### src/rtl/key_store_if.sv
// Producer/consumer bundle for the key FIFO.
// Signal names follow the block's external pin list.
interface key_store_if #(
    parameter int DEPTH = 4
);
    localparam int CW = $clog2(DEPTH) + 1;

    logic          writeReq;
    logic [31:0]   key;
    logic          writeSucceeded;
    logic [31:0]   keyOut;
    logic          keyValid;
    logic          keyTaken;
    logic [CW-1:0] count;
    logic          full;
    logic          empty;

    modport master (
        output writeReq,
        output key,
        output keyTaken,
        input  writeSucceeded,
        input  keyOut,
        input  keyValid,
        input  count,
        input  full,
        input  empty
    );

    modport slave (
        input  writeReq,
        input  key,
        input  keyTaken,
        output writeSucceeded,
        output keyOut,
        output keyValid,
        output count,
        output full,
        output empty
    );
endinterface

### src/rtl/key_store.sv
// First-word-fall-through key FIFO with a registered one-cycle
// write acknowledge that throttles the producer to one key per 2 cycles.
module key_store #(
    parameter int DEPTH = 4
) (
    input logic       clk,
    input logic       rst,
    key_store_if.slave bus
);
    localparam int AW = $clog2(DEPTH);
    localparam int CW = AW + 1;

    logic [31:0]   mem [DEPTH];
    logic [AW-1:0] wptr;
    logic [AW-1:0] rptr;
    logic [CW-1:0] cnt;
    logic          ack;
    logic          pop;
    logic          accept;
    logic          is_full;
    logic          is_empty;

    assign is_full  = (cnt == CW'(DEPTH));
    assign is_empty = (cnt == '0);
    assign pop      = bus.keyTaken && !is_empty;

    // A pop in the same cycle frees the slot a full FIFO needs.
    assign accept = bus.writeReq && !ack &&
                    (!is_full || pop);

    always_ff @(posedge clk or negedge rst) begin
        if (!rst) begin
            wptr <= '0;
            rptr <= '0;
            cnt  <= '0;
            ack  <= 1'b0;
        end else begin
            ack <= accept;
            if (accept) wptr <= wptr + 1'b1;
            if (pop)    rptr <= rptr + 1'b1;
            case ({accept, pop})
                2'b10:   cnt <= cnt + 1'b1;
                2'b01:   cnt <= cnt - 1'b1;
                default: cnt <= cnt;
            endcase
        end
    end

    always_ff @(posedge clk) begin
        if (accept) mem[wptr] <= bus.key;
    end

    assign bus.writeSucceeded = ack;
    assign bus.keyValid       = !is_empty;
    assign bus.keyOut         = is_empty ? 32'h0 : mem[rptr];
    assign bus.count          = cnt;
    assign bus.full           = is_full;
    assign bus.empty          = is_empty;
endmodule

### src/flat_wrapper.sv
// flat-port wrapper written by rule: the top's interface ports become plain ports
module key_store_flat 
#(
    parameter int DEPTH = 4
)
  (clk, rst, bus_writeReq, bus_key, bus_keyTaken, bus_writeSucceeded, bus_keyOut, bus_keyValid, bus_count, bus_full, bus_empty);
  key_store_if #(.DEPTH(DEPTH)) bus_i ();
  input logic clk;
  input logic rst;
  input wire logic [$bits(bus_i.writeReq)-1:0] bus_writeReq;
  input wire logic [$bits(bus_i.key)-1:0] bus_key;
  input wire logic [$bits(bus_i.keyTaken)-1:0] bus_keyTaken;
  output wire logic [$bits(bus_i.writeSucceeded)-1:0] bus_writeSucceeded;
  output wire logic [$bits(bus_i.keyOut)-1:0] bus_keyOut;
  output wire logic [$bits(bus_i.keyValid)-1:0] bus_keyValid;
  output wire logic [$bits(bus_i.count)-1:0] bus_count;
  output wire logic [$bits(bus_i.full)-1:0] bus_full;
  output wire logic [$bits(bus_i.empty)-1:0] bus_empty;
  assign bus_i.writeReq = bus_writeReq;
  assign bus_i.key = bus_key;
  assign bus_i.keyTaken = bus_keyTaken;
  assign bus_writeSucceeded = bus_i.writeSucceeded;
  assign bus_keyOut = bus_i.keyOut;
  assign bus_keyValid = bus_i.keyValid;
  assign bus_count = bus_i.count;
  assign bus_full = bus_i.full;
  assign bus_empty = bus_i.empty;
  key_store #(.DEPTH(DEPTH)) u_core (.clk(clk), .rst(rst), .bus(bus_i));
endmodule
### config.mk
export PLATFORM = sky130hd
export DESIGN_NAME = key_store_flat
export DESIGN_NICKNAME = d
export VERILOG_FILES = /design/src/rtl/key_store_if.sv /design/src/rtl/key_store.sv /design/src/flat_wrapper.sv
export SDC_FILE = /design/constraint.sdc
export NUM_CORES = 1
export LEC_CHECK = 0
export CAP_MARGIN = 0
export CORE_MARGIN = 4
export CORE_UTILIZATION = 54
export DETAILED_ROUTE_END_ITERATION = 6
export PLACE_DENSITY_LB_ADDON = 0.25
export RECOVER_POWER = 50
export SYNTH_ARGS = -nofsm -noshare
export SYNTH_HDL_FRONTEND = slang
export SYNTH_SLANG_ARGS = --single-unit
### constraint.sdc
create_clock -name clk -period 2.4 [get_ports clk]
set_input_delay 0.24 -clock clk [delete_from_list [all_inputs] [get_ports clk]]
set_output_delay 0.24 -clock clk [all_outputs]
set_load 0.03 [all_outputs]
; Word level (Yosys, flattened, before mapping)
; Memory sizes are Yosys's and may differ from the RTL's.
; Cells that the tools add are included.
; Widths: inputs -> output; s select.
[word_totals]
reg_bits = 8
latch_bits = 0
ramBits = 128
rom_bits = 0
in_bits = 36
out_inout_bits = 39
elab_cells = 25
mem_count = 1
[classes]
add_sub_neg = 4
mul = 0
div = 0
n_lt_le_gt_ge = 0
n_eq_ne = 3
shift = 0
muxes = 4
bitwise = 0
reduce_logical = 9
[memory_table]
columns = memory, words, word_bits, read_ports, rd_clocked_by_memory_dff, write_ports, line_no
row1 = u_core.mem, 4, 32, 1, 0, 1, key_store.sv:13  ; logic [31:0] mem [DEPTH];
[op_table]
columns = operator, count
row1 = $mux 32, 1
row2 = $pmux 3 s2, 1
row3 = $add 2x1->2 const B, 2
row4 = $add 3x1->3 const B, 1
row5 = $eq 3x3->1 const B, 1
row6 = $logic_and 1x1->1, 3
row7 = $logic_not 1->1, 3
row8 = $logic_not 3->1, 1
row9 = $sub 3x1->3 const B, 1
row10 = $eq 2x1->1 const B, 1
row11 = $eq 2x2->1 const B, 1
row12 = $mux 1, 2
row13 = $reduce_bool 2->1, 1
row14 = $logic_or 1x1->1, 1

; Depth between registers and ports, before layout
[logic_depth]
ltp_word = 7
mapped_depth = 10
mapped_depth_nobuf = 9

; Worst setup path before layout
; No wires, ideal clock.
[synth_path]
path_type = reg-to-reg
start = reg u_core.cnt[2], in the netlist u_core.bus.count[2]
end = reg u_core.cnt[2], in the netlist u_core.bus.count[2]
setup_ns = 0.080
arrival_ns = 2.713
required_ns = 2.320
setup_slack_ns = -0.394
path_stages_with_launch = 10
path_buffers = 0
synth_period_minus_slack_ns = 2.794
path_cell_list = dfrtp_1 > nor3b_1 > a21oi_2 > inv_1 > ha_1 > inv_1 > fa_1 > xor2_1 > nor2_1 > xor2_1
[synth_via]
elab_cells_between_ends = 13
cone_classes = add/sub (2) / eq/ne (3) / mux (1) / reduce/logical (7)
[synth_lines]
columns = element, line_no
row1 = start: declaration, key_store.sv:16  ; logic [CW-1:0] cnt;
row2 = start signal: assignment, key_store.sv:42  ; 2'b10: cnt <= cnt + 1'b1;
row3 = start signal: assignment, key_store.sv:43  ; 2'b01: cnt <= cnt - 1'b1;
row4 = start signal: assignment, key_store.sv:44  ; default: cnt <= cnt;
row5 = $eq 3x3->1 *, key_store.sv:23  ; assign is_full = (cnt == CW'(DEPTH));
row6 = via bus_full, flat_wrapper.sv:17  ; output wire logic [$bits(bus_i.full)-1:0] bus_full;
row7 = $logic_not 1->1 *, key_store.sv:29  ; (!is_full || pop);
row8 = $logic_or 1x1->1 *, key_store.sv:29
row9 = $logic_and 1x1->1 *, key_store.sv:28  ; assign accept = bus.writeReq && !ack &&
row10 = via u_core.accept, key_store.sv:19  ; logic accept;
row11 = $eq 2x1->1 / $eq 2x2->1 (equally long branches), key_store.sv:41  ; case ({accept, pop})
row12 = $pmux 3 s2 / $reduce_bool 2->1 (equally long branches), --
; The timed path passes the listed nets; every way through them passes the cells marked *.
; A chain may end at the register's enable or synchronous reset.

; Worst setup path after layout
[layout_path]
start = reg u_core.rptr[0]
end = out bus_keyOut[31]
[layout_via]
elab_chain_len = 2
[layout_lines]
columns = element, line_no
row1 = start: declaration, key_store.sv:15  ; logic [AW-1:0] rptr;
row2 = start signal: assignment, key_store.sv:40  ; if (pop) rptr <= rptr + 1'b1;
row3 = $mem_v2 4x32, --
row4 = $mux 32, key_store.sv:55  ; assign bus.keyOut = is_empty ? 32'h0 : mem[rptr];
row5 = end: declaration, flat_wrapper.sv:14  ; output wire logic [$bits(bus_i.keyOut)-1:0] bus_keyOut;
; Every way passes these cells.

==> results.toml <==
[synthesis]
synth_area_leaders = "edfxtp_1 (72%), mux4_2 (12%), and2_1 (4.2%), dfrtp_1 (3.8%), mux4_1 (2.0%)"
synth_cells = 246
synth-async-reset-ratio = 0.0588
ys_seq_elements = 136
avgSynthCellArea_sq_um = 21.7
synth_area_sq_mm = 0.00534
yosysTopAreaCell = "edfxtp_1"
yosys_warnings = 0
synth_nets = 288
ys.flop_type = "edfxtp_1"
synth_top_area_frac = 0.720
yosysSeqAreaShare = 0.758
synth_edf_count = 128
synth_cell_types = 23

[global_routing]
grt_use_total = 0.179
grt_max_degree = 35
grt_antenna_before_repair = 1
overflow = 0
grt_pass1_vias = 2833
grt_pass1_wl_mm = 15.0

[setup_path]
rr_endpoint = "u_core.mem[1][5]"
start_kind = "register"
regToRegStartpoint = "u_core.bus.count[2]"
cp_max_fo = 7
crit_start = "u_core.rptr[0]"
cpMostUsedCell = "buf_12"
reg2reg_depth = 4
cp_cell_sequence = "buf_12 > buf_12 > mux4_1 > and2_1 > buf_12"
required_ns = 2.16
path_buf_inv = 3
cp-end-kind = "output port"
critical_path_class = "register to output port"
critPathTopFamily = "multiplexers"
cp_slowest_cell = "mux4_1"
slowest_delay_ns = 0.53
worst_ep_arrival_time_ns = 2.07
rrSetupSlack_ns = 0.18

[floorplan]
fp.dieH_um = 107
ios = 75
initial_core_util = 0.551
die_x_um = 107
num_rows = 36
core_sq_mm = 0.00968
die-area_sq_mm = 0.0115

[clocking]
clk_pin_slew_ns = 0.06
cts_buffer_depth = 2
root_buffer = "clkbuf_8"
clock_sinks = 136
insertion_delay_ns = 0.52
h-tree-depth = 4
cts_buffers = 17
postCtsHoldBufs = 0
cts_tree = "yes"

[pwr]
p_leak_uw = 0.00243
vdd_drop_max_mv = 1.03
p_per_area_mw_per_mm2 = 1390

[sta]
fin_crit_sh = 0.962
worstMarginPinSlew_ns = 0.739
setup_viol_count_final = 0
rsz0062_at_grt = "no"
hold_violations = 0
slew_headroom = 0.507
fin_skew_ns = 0.00871
fin_crit_ns = 2.31
fmax_ghz = 0.433
slew_viol_final = 0
hold_ws_ns = 0.0804

[cells_and_area]
final_area_sq_mm = 0.00693
area_growth_pct = 29.8
postLayoutCoreUtil = 0.715
nets = 382
drive_above_1_share = 0.320
stdcell_count = 487
fillCellCount = 587

[routing]
viasPerCell = 5.30
dr.pass1.iters = 4
vias = 2580
postRouteAntennaNets = 0
drt_iter0_markers = 145
wl_per_cell_um = 19.4
drc = 0
routed_wl_mm = 9.43

[outcome]
status = "finished clean"

[placement]
io_buffers = 74
place_inst = 450
place_area_sq_mm = 0.00623
place_congestion = 0.731
dp_hpwl_mm = 5.68

[hold_path]
hp-class = "input pin to async pin"

[job]
drv_cap = 0
-- worst register-to-register path: stages, from the launching register on --
cell and delay [ns]:
dfrtp_1 0.42, nor3b_4 0.18, a21oi_2 0.35, and2_0 0.67, buf_12 0.27
-- repair_timing --
action / in CTS / in global routing
setup endpoints to repair: 25 / 21
resized for setup: 0 / 2
cloned: 1 / 1
setup buffers: 1 / 1
pin swaps: 0 / 0
-- stage by stage --
stage / TNS, ns / total power, uW / worst slack [ns]
global route: 0 / 10100 / 0.0113
CTS: -0.00685 / 9710 / -0.00374
floorplan: 0 / 5710 / 0.105
finish: 0 / 9660 / 0.0912
global placement: 0 / 6910 / 0.326
detailed placement: 0 / 6970 / 0.178
-- cell type report --
type                       count  area, sq um  area share
tap                          133          166      0.0240
antenna                        1         2.50    0.000361
sequential                   136         4050       0.585
timing repair buffer          87          891       0.129
inverter                       8         30.0     0.00434
multi-input combinational     90         1170       0.169
clock inverter                15          203      0.0293
clock buffer                  17          414      0.0598
-- registers in the layout (all words and copies together) (netlist names) --
register                   flops
u_core.rptr                    2
u_core.bus.writeSucceeded      1
u_core.bus.count               3
u_core.mem                   128
u_core.wptr                    2
-- power breakdown --
part	total, uW	internal [uW]	switching (uW)
logic	3790	1780	2010
registers	3240	3030	206
clock network	2630	1690	944
total	9660	6500	3160
-- placed cells by master, fill, tap and decap left out, types with 2 or more instances in the layout --
cell,count
edfxtp_1,128
buf_4,37
dlygate4sd3_1,33
and2_1,32
mux4_2,28
clkbuf_16,17
inv_1,8
buf_12,8
clkdlybuf4s50_1,7
dfrtp_1,6
ha_1,5
mux4_1,4
clkinvlp_4,4
clkinv_4,4
bufinv_16,4
xor2_1,3
xnor2_1,3
nor2_1,2
and2_0,2
and2_2,2
-- worst max-delay path by stage --
stage                               end  slack [ns]  cells after the start
floorplan           u_core.bus.count[2]        0.11                     10
global placement    u_core.bus.count[2]        0.33                     10
detailed placement  u_core.bus.count[1]        0.18                      8
CTS                      bus_keyOut[25]      -0.004                      4
global route             bus_keyOut[31]        0.01                      5
finish                   bus_keyOut[31]        0.09                      5
-- cells by family after synthesis --
group,after synthesis,synth area share
flip-flops,136,0.758
XOR/XNOR,6,0.00985
AO/OA/AOI/OAI,2,0.00258
multiplexers,33,0.140
AND/OR/NAND/NOR,43,0.0490
buffers and inverters,20,0.0256
adder cells (fa/ha/maj),6,0.0155
-- metal layers --
layer / part of all wire / global-route usage / up-vias
met5: 0 / 0 / -
met4: 0.010 / 0.0658 / 0
met3: 0.059 / 0.0588 / 7
met2: 0.52 / 0.293 / 74
met1: 0.41 / 0.227 / 1332
li1: - / - / 1167
-- cell usage after synthesis, types with 2 or more instances --
| cell | number |
|---|---|
| and2_1 | 36 |
| dfrtp_1 | 8 |
| clkbuf_1 | 4 |
| nor2_1 | 2 |
| xnor2_1 | 3 |
| ha_1 | 5 |
| buf_2 | 4 |
| buf_12 | 3 |
| inv_1 | 8 |
| xor2_1 | 3 |
| mux4_2 | 28 |
| mux4_1 | 4 |
| edfxtp_1 | 128 |
Power figures use the tool's default switching activity.
==> variant, RTL diff (config.mk and constraints unchanged) <==
`DEPTH` is set to 4 in 3 places; all go to 2.
--- a/src/rtl/key_store_if.sv
+++ b/src/rtl/key_store_if.sv
@@ -2,5 +2,5 @@
 // Signal names follow the block's external pin list.
 interface key_store_if #(
-    parameter int DEPTH = 4
+    parameter int DEPTH = 2
 );
     localparam int CW = $clog2(DEPTH) + 1;
--- a/src/rtl/key_store.sv
+++ b/src/rtl/key_store.sv
@@ -2,5 +2,5 @@
 // write acknowledge that throttles the producer to one key per 2 cycles.
 module key_store #(
-    parameter int DEPTH = 4
+    parameter int DEPTH = 2
 ) (
     input logic       clk,
--- a/src/flat_wrapper.sv
+++ b/src/flat_wrapper.sv
@@ -2,5 +2,5 @@
 module key_store_flat 
 #(
-    parameter int DEPTH = 4
+    parameter int DEPTH = 2
 )
   (clk, rst, bus_writeReq, bus_key, bus_keyTaken, bus_writeSucceeded, bus_keyOut, bus_keyValid, bus_count, bus_full, bus_empty);
Interface: changed (resized bus_count); port bits go from 75 to 74. No check against the original RTL was run, so the function may have changed too.
==> variant against the original RTL <==
- routed wire length down 44%
- sequential share of layout area down 6.2 points
- worst setup slack better by 0.034 ns
- die area down 42%
- sequential cell count down 67
- area after synthesis down 45%
- via count down 40%
- total power down 44%
- count of clock-buffer cells in the layout down 6
- non-clock buffer count down 7
- worst hold slack better by 0.10 ns
- fmax up 1.5%
- cell area down 43%
- synthesized cell count down 36%
- critical path type unchanged
==> variant: results (changes against the original RTL) <==
* Dominant cells by area after synthesis: sky130_fd_sc_hd__edfxtp_1, sky130_fd_sc_hd__nor2_4, sky130_fd_sc_hd__mux2i_1 (was sky130_fd_sc_hd__edfxtp_1, sky130_fd_sc_hd__mux4_2, sky130_fd_sc_hd__and2_1)
- The per-cell routed wire length was 16.6 µm (was 19.4 µm).
- The fraction of final layout cells sized beyond drive strength 1 came to 22.4% (was 32.0%).
- The post-synthesis net count came to 194 (was 288).
* Leakage: 1.48 nW (was 2.43 nW)
- IR Drop Worst-Case VDD: 1050 µV (was 1030 µV)
* H-tree levels: 3 (was 4)
- Critical path destination: bus_empty (was bus_keyOut[31])
* Slowest cell on the critical path: sky130_fd_sc_hd__clkdlybuf4s50_1 (was sky130_fd_sc_hd__mux4_1)
* Mean Syn Cell Area: 18.8 µm² (was 21.7 µm²)
- First-pass GRT wire length: 8.20 mm (was 15.0 mm)
- Layout fillers: 348 (was 587)
* Reg2reg setup slack: 0.20 ns (was 0.18 ns)
* Stage delay of the slowest cell on the critical path: 0.74 ns (was 0.53 ns)
* Estimated wirelength of the detail-placed design: 3.63 mm (was 5.68 mm)
- Run status: complete, no violations (unchanged)
- Reg-to-reg endpoint: u_core.mem[0][8] (was u_core.mem[1][5])
- The routability-driven placement congestion ratio was 0.680 (was 0.731).
- The starting DRC count in detailed routing is 99 (was 145).
* Worst Path Max Fanout: 19 (was 7)
- The number of enable-type register cells in the synthesized netlist was 64 (was 128).
- Register area share after synthesis: 69.4% (was 75.8%)
- Library cells used by synthesis: 20 (was 23)
* Async set-or-reset flop fraction in the synthesized netlist: 7.25% (was 5.88%)
* Pin count of the biggest net entering global routing: 34 (was 35)
- The gate family responsible for the most delay along the worst path is buffers and inverters (was multiplexers).
- TritonCTS buffer count: 9 (was 17)
variant: how the worst min path moves through the flow:
stage | cells past startpoint | from | end | slack, ns
finish | 1 | rst | u_core.wptr | 0.18
global route | 1 | rst | u_core.bus.count[1] | 0.18
CTS | 1 | rst | u_core.wptr | 0.11
detailed placement | 1 | rst | u_core.bus.writeSucceeded | 0.48
global placement | 1 | rst | u_core.wptr | 0.47
floorplan | 0 | rst | u_core.bus.count[0] | -0.06
variant: cell type report:
| type | count | share of cell area, % |
|---|---|---|
| inverters | 3 | 0.479 |
| repair buffers | 80 | 19.9 |
| multi-input cells | 78 | 19.8 |
| flip-flops and latches | 69 | 52.3 |
| clock inverters | 5 | 1.92 |
| clock buffers | 11 | 3.35 |
| well taps | 70 | 2.24 |
variant: kinds of logic (layout without fill, tap and decap cells):
| kind of cell | count (synthesis) | count (layout) | share of synthesized area (%) |
|---|---|---|---|
| buffers and inverters | 10 | 99 | 3.82 |
| flip-flops | 69 | 69 | 69.4 |
| AND/OR/NAND/NOR | 39 | 39 | 13.2 |
| XOR/XNOR | 5 | 5 | 1.74 |
| AO/OA/AOI/OAI | 1 | 1 | 0.552 |
| multiplexers | 32 | 32 | 10.9 |
| adder cells (fa/ha/maj) | 1 | 1 | 0.424 |
variant: through the flow:
stage / setup WS [ns] / power (W) / area, µm² / hold WS, ns
final: 0.125 / 0.00539 / 3920 / 0.183
after global routing: 0.0502 / 0.00565 / 3920 / 0.176
after CTS: 0.0977 / 0.00550 / 3960 / 0.106
after detailed placement: 0.327 / 0.00463 / 3770 / 0.483
after global placement: 0.396 / 0.00456 / 3770 / 0.470
after floorplan: 0.0856 / 0.00370 / 2950 / -0.0556
variant: power groups by stage:
stage / clock [W] / combinational, W / sequential [W]
2_1_floorplan: 0 / 0.00199 / 0.00172
3_5_place_dp: 0 / 0.00293 / 0.00170
6_report: 0.000982 / 0.00273 / 0.00167
4_1_cts: 0.00100 / 0.00282 / 0.00168
5_1_grt: 0.00107 / 0.00289 / 0.00169
3_3_place_gp: 0 / 0.00288 / 0.00168
variant: what timing repair did:
item,in CTS,in global routing
endpoints found under the setup margin,18,0
endpoints found under the hold margin,0,0
gates resized for setup,18,0
variant: metal layers:
layer / vias up / track usage, % / routed length (µm)
met5: - / 0 / 0
met3: 9 / 5.15 / 345
li1: 735 / - / -
met2: 57 / 29.2 / 2690
met4: 0 / 9.63 / 104
met1: 748 / 20.0 / 2090
